--- config.mk ---
export PLATFORM = sky130hd
export DESIGN_NAME = fix_length_p2b
export DESIGN_NICKNAME = d
export VERILOG_FILES = /design/src/rtl/fix_length_p2b.sv
export SDC_FILE = /design/constraint.sdc
export NUM_CORES = 1
export LEC_CHECK = 0
export ABC_AREA = 1
export CAP_MARGIN = 10
export CORE_MARGIN = 2
export CORE_UTILIZATION = 30
export CTS_CLUSTER_SIZE = 8
export DETAILED_ROUTE_END_ITERATION = 12
export PLACE_DENSITY = 0.58
export SYNTH_ARGS = -nofsm -noshare
export SYNTH_HDL_FRONTEND = slang
export SYNTH_SLANG_ARGS = --single-unit
--- constraint.sdc ---
create_clock -name clock_clk -period 2.5 [get_ports clock_clk]
set_input_delay 0.5 -clock clock_clk [delete_from_list [all_inputs] [get_ports clock_clk]]
set_output_delay 0.5 -clock clock_clk [all_outputs]
set_load 0.1 [all_outputs]
--- src/rtl/fix_length_p2b.sv ---
// fix_length_p2b: serializes fixed-length packets of wide symbols back into
// bytes (MSB byte first), checking packet framing and length on the way and
// keeping a count of correctly framed packets.
module fix_length_p2b #(
    parameter int SYMBOL_PER_PACKET = 4,
    parameter int BYTES_PER_SYMBOL  = 4,
    parameter int BITS_PER_BYTES    = 8
) (
    input  logic                                     clock_clk,
    input  logic                                     reset_reset,
    input  logic [BYTES_PER_SYMBOL*BITS_PER_BYTES-1:0] asi_in0_data,
    input  logic                                     asi_in0_valid,
    output logic                                     asi_in0_ready,
    input  logic                                     asi_in0_startofpacket,
    input  logic                                     asi_in0_endofpacket,
    output logic [BITS_PER_BYTES-1:0]                aso_out0_data,
    output logic                                     aso_out0_valid,
    input  logic                                     aso_out0_ready,
    output logic                                     aso_out0_startofpacket,
    output logic                                     aso_out0_endofpacket,
    output logic                                     err_framing,
    output logic                                     err_length,
    output logic [15:0]                              pkt_count
);

    localparam int SW = BYTES_PER_SYMBOL * BITS_PER_BYTES;
    localparam int CW = $clog2(SYMBOL_PER_PACKET) + 1;
    localparam int IW = $clog2(BYTES_PER_SYMBOL) + 1;

    typedef enum logic {HUNT, BODY} state_t;

    state_t              r_state;
    logic [CW-1:0]       r_symCnt;
    logic [SW-1:0]       r_hold;
    logic                r_busy;
    logic [IW-1:0]       r_idx;
    logic                r_sopFlag;
    logic                r_eopFlag;
    logic                r_errFraming;
    logic                r_errLength;
    logic [15:0]         r_pktCount;

    logic                w_lastByte;
    logic                w_inXfer;
    logic                w_outXfer;
    logic                w_load;
    logic                w_loadSop;
    logic                w_loadEop;
    logic                w_errFraming;
    logic                w_errLength;
    logic                w_pktInc;
    state_t              w_nextState;
    logic [CW-1:0]       w_nextCnt;
    logic [BITS_PER_BYTES-1:0] w_byte;

    assign w_lastByte = (r_idx == IW'(BYTES_PER_SYMBOL - 1));

    // Ready is combinational so a new symbol can load on the same edge the
    // last byte of the previous one leaves, keeping the output gapless.
    assign asi_in0_ready = !reset_reset && (!r_busy || (aso_out0_ready && w_lastByte));
    assign w_inXfer      = asi_in0_valid && asi_in0_ready;
    assign w_outXfer     = r_busy && aso_out0_ready;

    // Framing decision for the symbol accepted this cycle.
    always_comb begin
        w_load       = 1'b0;
        w_loadSop    = 1'b0;
        w_loadEop    = 1'b0;
        w_errFraming = 1'b0;
        w_errLength  = 1'b0;
        w_pktInc     = 1'b0;
        w_nextState  = r_state;
        w_nextCnt    = r_symCnt;
        if (w_inXfer) begin
            if (r_state == HUNT && !asi_in0_startofpacket) begin
                w_errFraming = 1'b1;
            end else if (asi_in0_startofpacket) begin
                w_load       = 1'b1;
                w_loadSop    = 1'b1;
                w_errFraming = (r_state == BODY);
                w_nextCnt    = CW'(1);
                if (asi_in0_endofpacket) begin
                    w_loadEop   = 1'b1;
                    w_errLength = 1'b1;
                    w_nextState = HUNT;
                end else begin
                    w_nextState = BODY;
                end
            end else begin
                w_load = 1'b1;
                if ((r_symCnt + CW'(1)) == CW'(SYMBOL_PER_PACKET)) begin
                    w_loadEop   = 1'b1;
                    w_nextState = HUNT;
                    if (asi_in0_endofpacket) begin
                        w_pktInc = 1'b1;
                    end else begin
                        w_errLength = 1'b1;
                    end
                end else if (asi_in0_endofpacket) begin
                    w_loadEop   = 1'b1;
                    w_errLength = 1'b1;
                    w_nextState = HUNT;
                end else begin
                    w_nextCnt = r_symCnt + CW'(1);
                end
            end
        end
    end

    // Framing FSM, status outputs and the symbol serializer.
    always_ff @(posedge clock_clk) begin
        if (reset_reset) begin
            r_state      <= HUNT;
            r_symCnt     <= '0;
            r_hold       <= '0;
            r_busy       <= 1'b0;
            r_idx        <= '0;
            r_sopFlag    <= 1'b0;
            r_eopFlag    <= 1'b0;
            r_errFraming <= 1'b0;
            r_errLength  <= 1'b0;
            r_pktCount   <= '0;
        end else begin
            r_state      <= w_nextState;
            r_symCnt     <= w_nextCnt;
            r_errFraming <= w_errFraming;
            r_errLength  <= w_errLength;
            if (w_pktInc) begin
                r_pktCount <= r_pktCount + 16'd1;
            end
            if (w_load) begin
                r_hold    <= asi_in0_data;
                r_busy    <= 1'b1;
                r_idx     <= '0;
                r_sopFlag <= w_loadSop;
                r_eopFlag <= w_loadEop;
            end else if (w_outXfer) begin
                if (w_lastByte) begin
                    r_busy <= 1'b0;
                    r_idx  <= '0;
                end else begin
                    r_idx <= r_idx + IW'(1);
                end
            end
        end
    end

    // Byte select: byte 0 sits in the most significant bits of the symbol.
    always_comb begin
        w_byte = '0;
        for (int k = 0; k < BYTES_PER_SYMBOL; k++) begin
            if (r_idx == IW'(k)) begin
                w_byte = r_hold[(BYTES_PER_SYMBOL - k) * BITS_PER_BYTES - 1 -: BITS_PER_BYTES];
            end
        end
    end

    assign aso_out0_data          = w_byte;
    assign aso_out0_valid         = r_busy;
    assign aso_out0_startofpacket = r_busy && r_sopFlag && (r_idx == '0);
    assign aso_out0_endofpacket   = r_busy && r_eopFlag && w_lastByte;
    assign err_framing            = r_errFraming;
    assign err_length             = r_errLength;
    assign pkt_count              = r_pktCount;

endmodule
Word level (Yosys, flattened, before mapping)
Index checks and enable logic that the tools add are counted.
{"block": "word_totals", "regBits": 60, "input_bits": 38, "output_inout_bits": 30, "elab_cells": 78}
{"block": "classes", "add_sub_neg": 3, "eq_ne": 6, "n_mux": 33, "bitwise": 3, "n_reduce_logical": 23}
{"cell": "two-way mux 8 bit", "n": 4}
{"cell": "two-way mux 1 bit", "n": 25}
{"cell": "adder 16 x 1 -> 16 bit, second input constant", "n": 1}
{"cell": "two-way mux 3 bit", "n": 4}
{"cell": "logical AND 1 bit", "n": 9}
{"cell": "adder 3 x 1 -> 3 bit, second input constant", "n": 2}
{"cell": "== test 3 x 2 -> 1 bit, second input constant", "n": 2}
{"cell": "inequality test 2 bit, second input constant", "n": 2}
{"cell": "AND reduction 4 bit", "n": 1}
{"cell": "nonzero test 2 bit", "n": 2}
{"cell": "OR reduction 2 bit", "n": 2}
{"cell": "== test 3 x 1 -> 1 bit, second input constant", "n": 1}
{"cell": "== test 3 bit, second input constant", "n": 1}
{"cell": "zero test 1 bit", "n": 3}
{"cell": "zero test 3 bit", "n": 1}
{"cell": "NOT 1 bit", "n": 3}
{"cell": "AND reduction 3 bit", "n": 1}
{"cell": "nonzero test 3 bit", "n": 1}
{"cell": "OR reduction 3 bit", "n": 1}
{"cell": "AND reduction 2 bit", "n": 1}
{"cell": "logical OR 1 bit", "n": 1}

Longest topological paths before layout
{"block": "depth", "ltp_word": 8, "mapped_depth": 14, "ltp_nobuf": 14}

Least setup slack after synthesis
No wires, ideal clock.
{"block": "synth_timing", "path_kind": "register to output", "startpoint": "reg r_busy, in the netlist aso_out0_valid", "endpoint": "out aso_out0_startofpacket", "t_arrival_ns": 4.017, "required_ns": 2.000, "slack_ns": -2.017, "stages_incl_launch_ff": 3, "n_path_buf": 0, "path_cell_list": "dfxtp_1 -> inv_1 -> nor4_1"}
{"block": "synth_between", "elab_chain_len": 2}
{"element": "start, declared", "line": "35", "text": "logic r_busy;"}
{"element": "start signal, assigned", "line": "116", "text": "r_busy <= 1'b0;"}
{"element": "start signal, assigned", "line": "133", "text": "r_busy <= 1'b1;"}
{"element": "start signal, assigned", "line": "139", "text": "r_busy <= 1'b0;"}
{"element": "logical AND 1 bit (2 in series)", "line": "160", "text": "assign aso_out0_startofpacket = r_busy && r_sopFlag && (r_idx == '0);"}
{"element": "end, declared", "line": "19", "text": "output logic aso_out0_startofpacket,"}
Every way passes these cells.

Final worst setup path
{"block": "layout_timing", "startpoint": "reg r_idx[1]", "endpoint": "out aso_out0_data[7]"}
{"block": "layout_between", "elab_chain_len": 5, "word_cells_on_any_way": 8, "cone_classes": "3 x eq/ne; 4 x mux; 1 x reduce/logical"}
{"element": "start, declared", "line": "36", "text": "logic [IW-1:0] r_idx;"}
{"element": "start signal, assigned", "line": "142", "text": "r_idx <= r_idx + IW'(1);"}
{"element": "zero test 3 bit", "line": "152", "text": "if (r_idx == IW'(k)) begin"}
{"element": "two-way mux 8 bit (3 in series)", "line": "152"}
{"element": "two-way mux 8 bit (*)", "line": "152"}
{"element": "end, declared", "line": "16", "text": "output logic [BITS_PER_BYTES-1:0] aso_out0_data,"}
Mark *: on every way between the ends. The rest lies on a longest branch, timed or not.

==> impl_metrics.json <==
{
  "worst_ep_required_time_ps": 2000,
  "synth_top_cell_area_share_pct": 40.56,
  "drive_gt1_share_pct": 21.72,
  "p_leak_nw": 1.604,
  "insertion_delay_ps": 340,
  "drt_iter0_markers": 136,
  "htree_levels": 3,
  "dp_hpwl_um": 5613,
  "initial_core_util_pct": 30.58,
  "gp_congestion": 0.8331,
  "final_cell_mix": "101 x nand2_1, 57 x dfxtp_1, 44 x a21oi_1",
  "syn_inst": 411,
  "crit_family": "buffers and inverters",
  "worst_setup_path_start_kind": "register",
  "cp_max_fo": 8,
  "clock_sinks": 60,
  "cts-root-buf": "clkbuf_8",
  "slew_headroom_pct": 73.84,
  "diodes": 0,
  "ys.warnings.count": 0,
  "fin_setup_tns_ps": 0,
  "antenna_found_initial": 0,
  "grt_usage_pct": 15.31,
  "pre_cts_slack_ps": 153.6,
  "avgSynthCellArea_um2": 7.206,
  "ys_top_cells_by_area": "dfxtp_1 41%, nand2_1 13%, a21oi_1 7.4%",
  "cts_buffer_depth": 2,
  "powerDensity_mw_per_mm2": 530.2,
  "path_class": "reg -> out",
  "seq_power_share_pct": 45.4,
  "synth-seq-cells": 60,
  "placed_area_mm2": 0.003879,
  "avgRoutedWirePerCell_um": 12.22,
  "clk_pin_slew_ps": 70,
  "worst_pin_slew_ps": 392.4,
  "cp_slowest_stage_delay_ps": 340,
  "cts_tree": "built",
  "report.final.slew_viol_count": 0,
  "grt_pass1_vias": 2764,
  "max_freq_mhz": 424.2,
  "clockPowerShare_pct": 40.4,
  "ios": 68,
  "clock_skew_ps": 7.828,
  "die_area_mm2": 0.01068,
  "drc": 0,
  "tritoncts.num_buffers": 9,
  "comb_power_share_pct": 14.2,
  "fillers": 1008,
  "status": "finished, final reports clean",
  "finalSetupViolCount": 0,
  "fin_crit_sh_pct": 94.29,
  "fin_util_pct": 42.80,
  "cap_violations": 0,
  "critPathSlowestCell": "dfxtp_2",
  "hold_violations": 0,
  "ys_seq_area_share_pct": 40.56,
  "finalCriticalPeriod_ps": 2357,
  "drt_wl_total_um": 7590,
  "core_mm2": 0.009684,
  "die_width_um": 103.4,
  "finalPower_mw": 2.198,
  "hold_path_class": "reg -> reg",
  "drt-vias-per-instance": 4.599,
  "synth_top_cell_by_area": "dfxtp_1",
  "path_cells": "inv_2 > ha_1 > clkinv_1 > nor2_1 > buf_4 > nand2_1 > nand3_1 > o211ai_1 > o21ai_2 > buf_12",
  "die_h_um": 103.4,
  "vias": 2856,
  "switching_share_pct": 27.36,
  "grt_max_degree": 32,
  "grt_pass1_wl_um": 12760,
  "hold_buffers": 0,
  "path_buf_inv": 4,
  "syn_nets": 459,
  "grt_overflow": 0,
  "p_sw_mw": 0.6014,
  "layout_commonest_cell": "nand2_1",
  "yosys.cell_types.count": 29,
  "fp-row-count": 36,
  "port-buffer-count": 67,
  "fin_nets": 531,
  "setup_ws_ps": 142.9,
  "rsz0062_at_grt": "yes",
  "intPower_mw": 1.596,
  "first_pass_iters": 4,
  "endpoint_kind": "output pin",
  "design_area_mm2": 0.004145,
  "area_growth_pct": 39.97,
  "peakVddDrop_mv": 0.1917,
  "arrival_ps": 1860,
  "syn-cell-area_mm2": 0.002962,
  "drtAntennaViolNets": 0
}
timing repair:
action	in CTS	in global routing
cloned	0	0
buffers inserted	0	1
resized for setup	2	18
pin swaps	0	3
setup endpoints to repair	8	8
cell families (layout without fill, tap and decap cells):
group / after synthesis / in the layout / synth area share, %
fa+ha+maj: 10 / 10 / 4.225
xor+xnor: 1 / 1 / 0.2958
flops: 60 / 60 / 40.56
simple gates: 196 / 196 / 29.32
buf+inv: 57 / 134 / 8.998
compound gates: 87 / 87 / 16.60
stage by stage:
stage	std cells	hold slack (ps)
floorplan	411	429.3
global placement	604	440.2
detailed placement	604	451.4
CTS	620	461.0
global route	621	478.8
finish	621	461.9
power by group through the flow:
stage / logic [mW] / clock network (mW) / registers, mW
final: 0.313 / 0.888 / 0.997
after global routing: 0.339 / 0.958 / 0.999
after global placement: 0.308 / 0 / 1.02
after detailed placement: 0.310 / 0 / 1.02
after CTS: 0.312 / 0.909 / 0.997
after floorplan: 0.165 / 0 / 1.03
worst min-delay path, cell delays in order (launching register included):
cell and delay (ps):
dfxtp_1 300, inv_1 70, a21oi_1 60
cell type report:
type,instances,area (um2),area share [%]
Multi-Input combinational cell,294,1568,37.82
Sequential cell,60,1207,29.13
Timing Repair Buffer,79,853.3,20.59
Tap cell,133,166.4,4.014
Inverter,39,148.9,3.592
Clock buffer,10,137.6,3.320
Clock inverter,6,63.81,1.539
state kept, by name, indices dropped and copies added, names as in the netlist, 3 cells and up:
name and count:
r_hold 32, pkt_count 16, r_idx 3, r_symCnt 3
cells in the mapped netlist, drive strengths merged:
cell type / n
nand2: 112
dfxtp: 60
a21oi: 53
nand3: 39
inv: 38
nor2: 35
o21ai: 25
buf: 13
ha: 10
o211ai: 8
nand4: 6
clkbuf: 5
nor3: 2
a211oi: 1
clkinv: 1
nor3b: 1
nor4: 1
xor2: 1
layer usage:
| metal | vias up | share of wire [%] | track usage (%) |
|---|---|---|---|
| li1 | 1493 | - | - |
| met1 | 1279 | 47 | 19.42 |
| met2 | 79 | 46 | 24.86 |
| met3 | 5 | 6.4 | 4.973 |
| met4 | 0 | 0.74 | 4.555 |
| met5 | - | 0 | 0 |
worst paths after layout:
kind | from | endpoint | slack [ps] | cells past startpoint
setup / recovery | r_idx[1]$_SDFFE_PP0P_ | aso_out0_data[7] | 140 | 10
hold / removal | r_state$_SDFFE_PP0P_ | r_state$_SDFFE_PP0P_ | 460 | 2
setup reg to reg | r_symCnt[0]$_SDFFE_PP0P_ | pkt_count[8]$_SDFFE_PP0P_ | 570 | 13
hold reg to reg | r_state$_SDFFE_PP0P_ | r_state$_SDFFE_PP0P_ | 460 | 2
No activity file was read; power rests on OpenSTA's default activity.
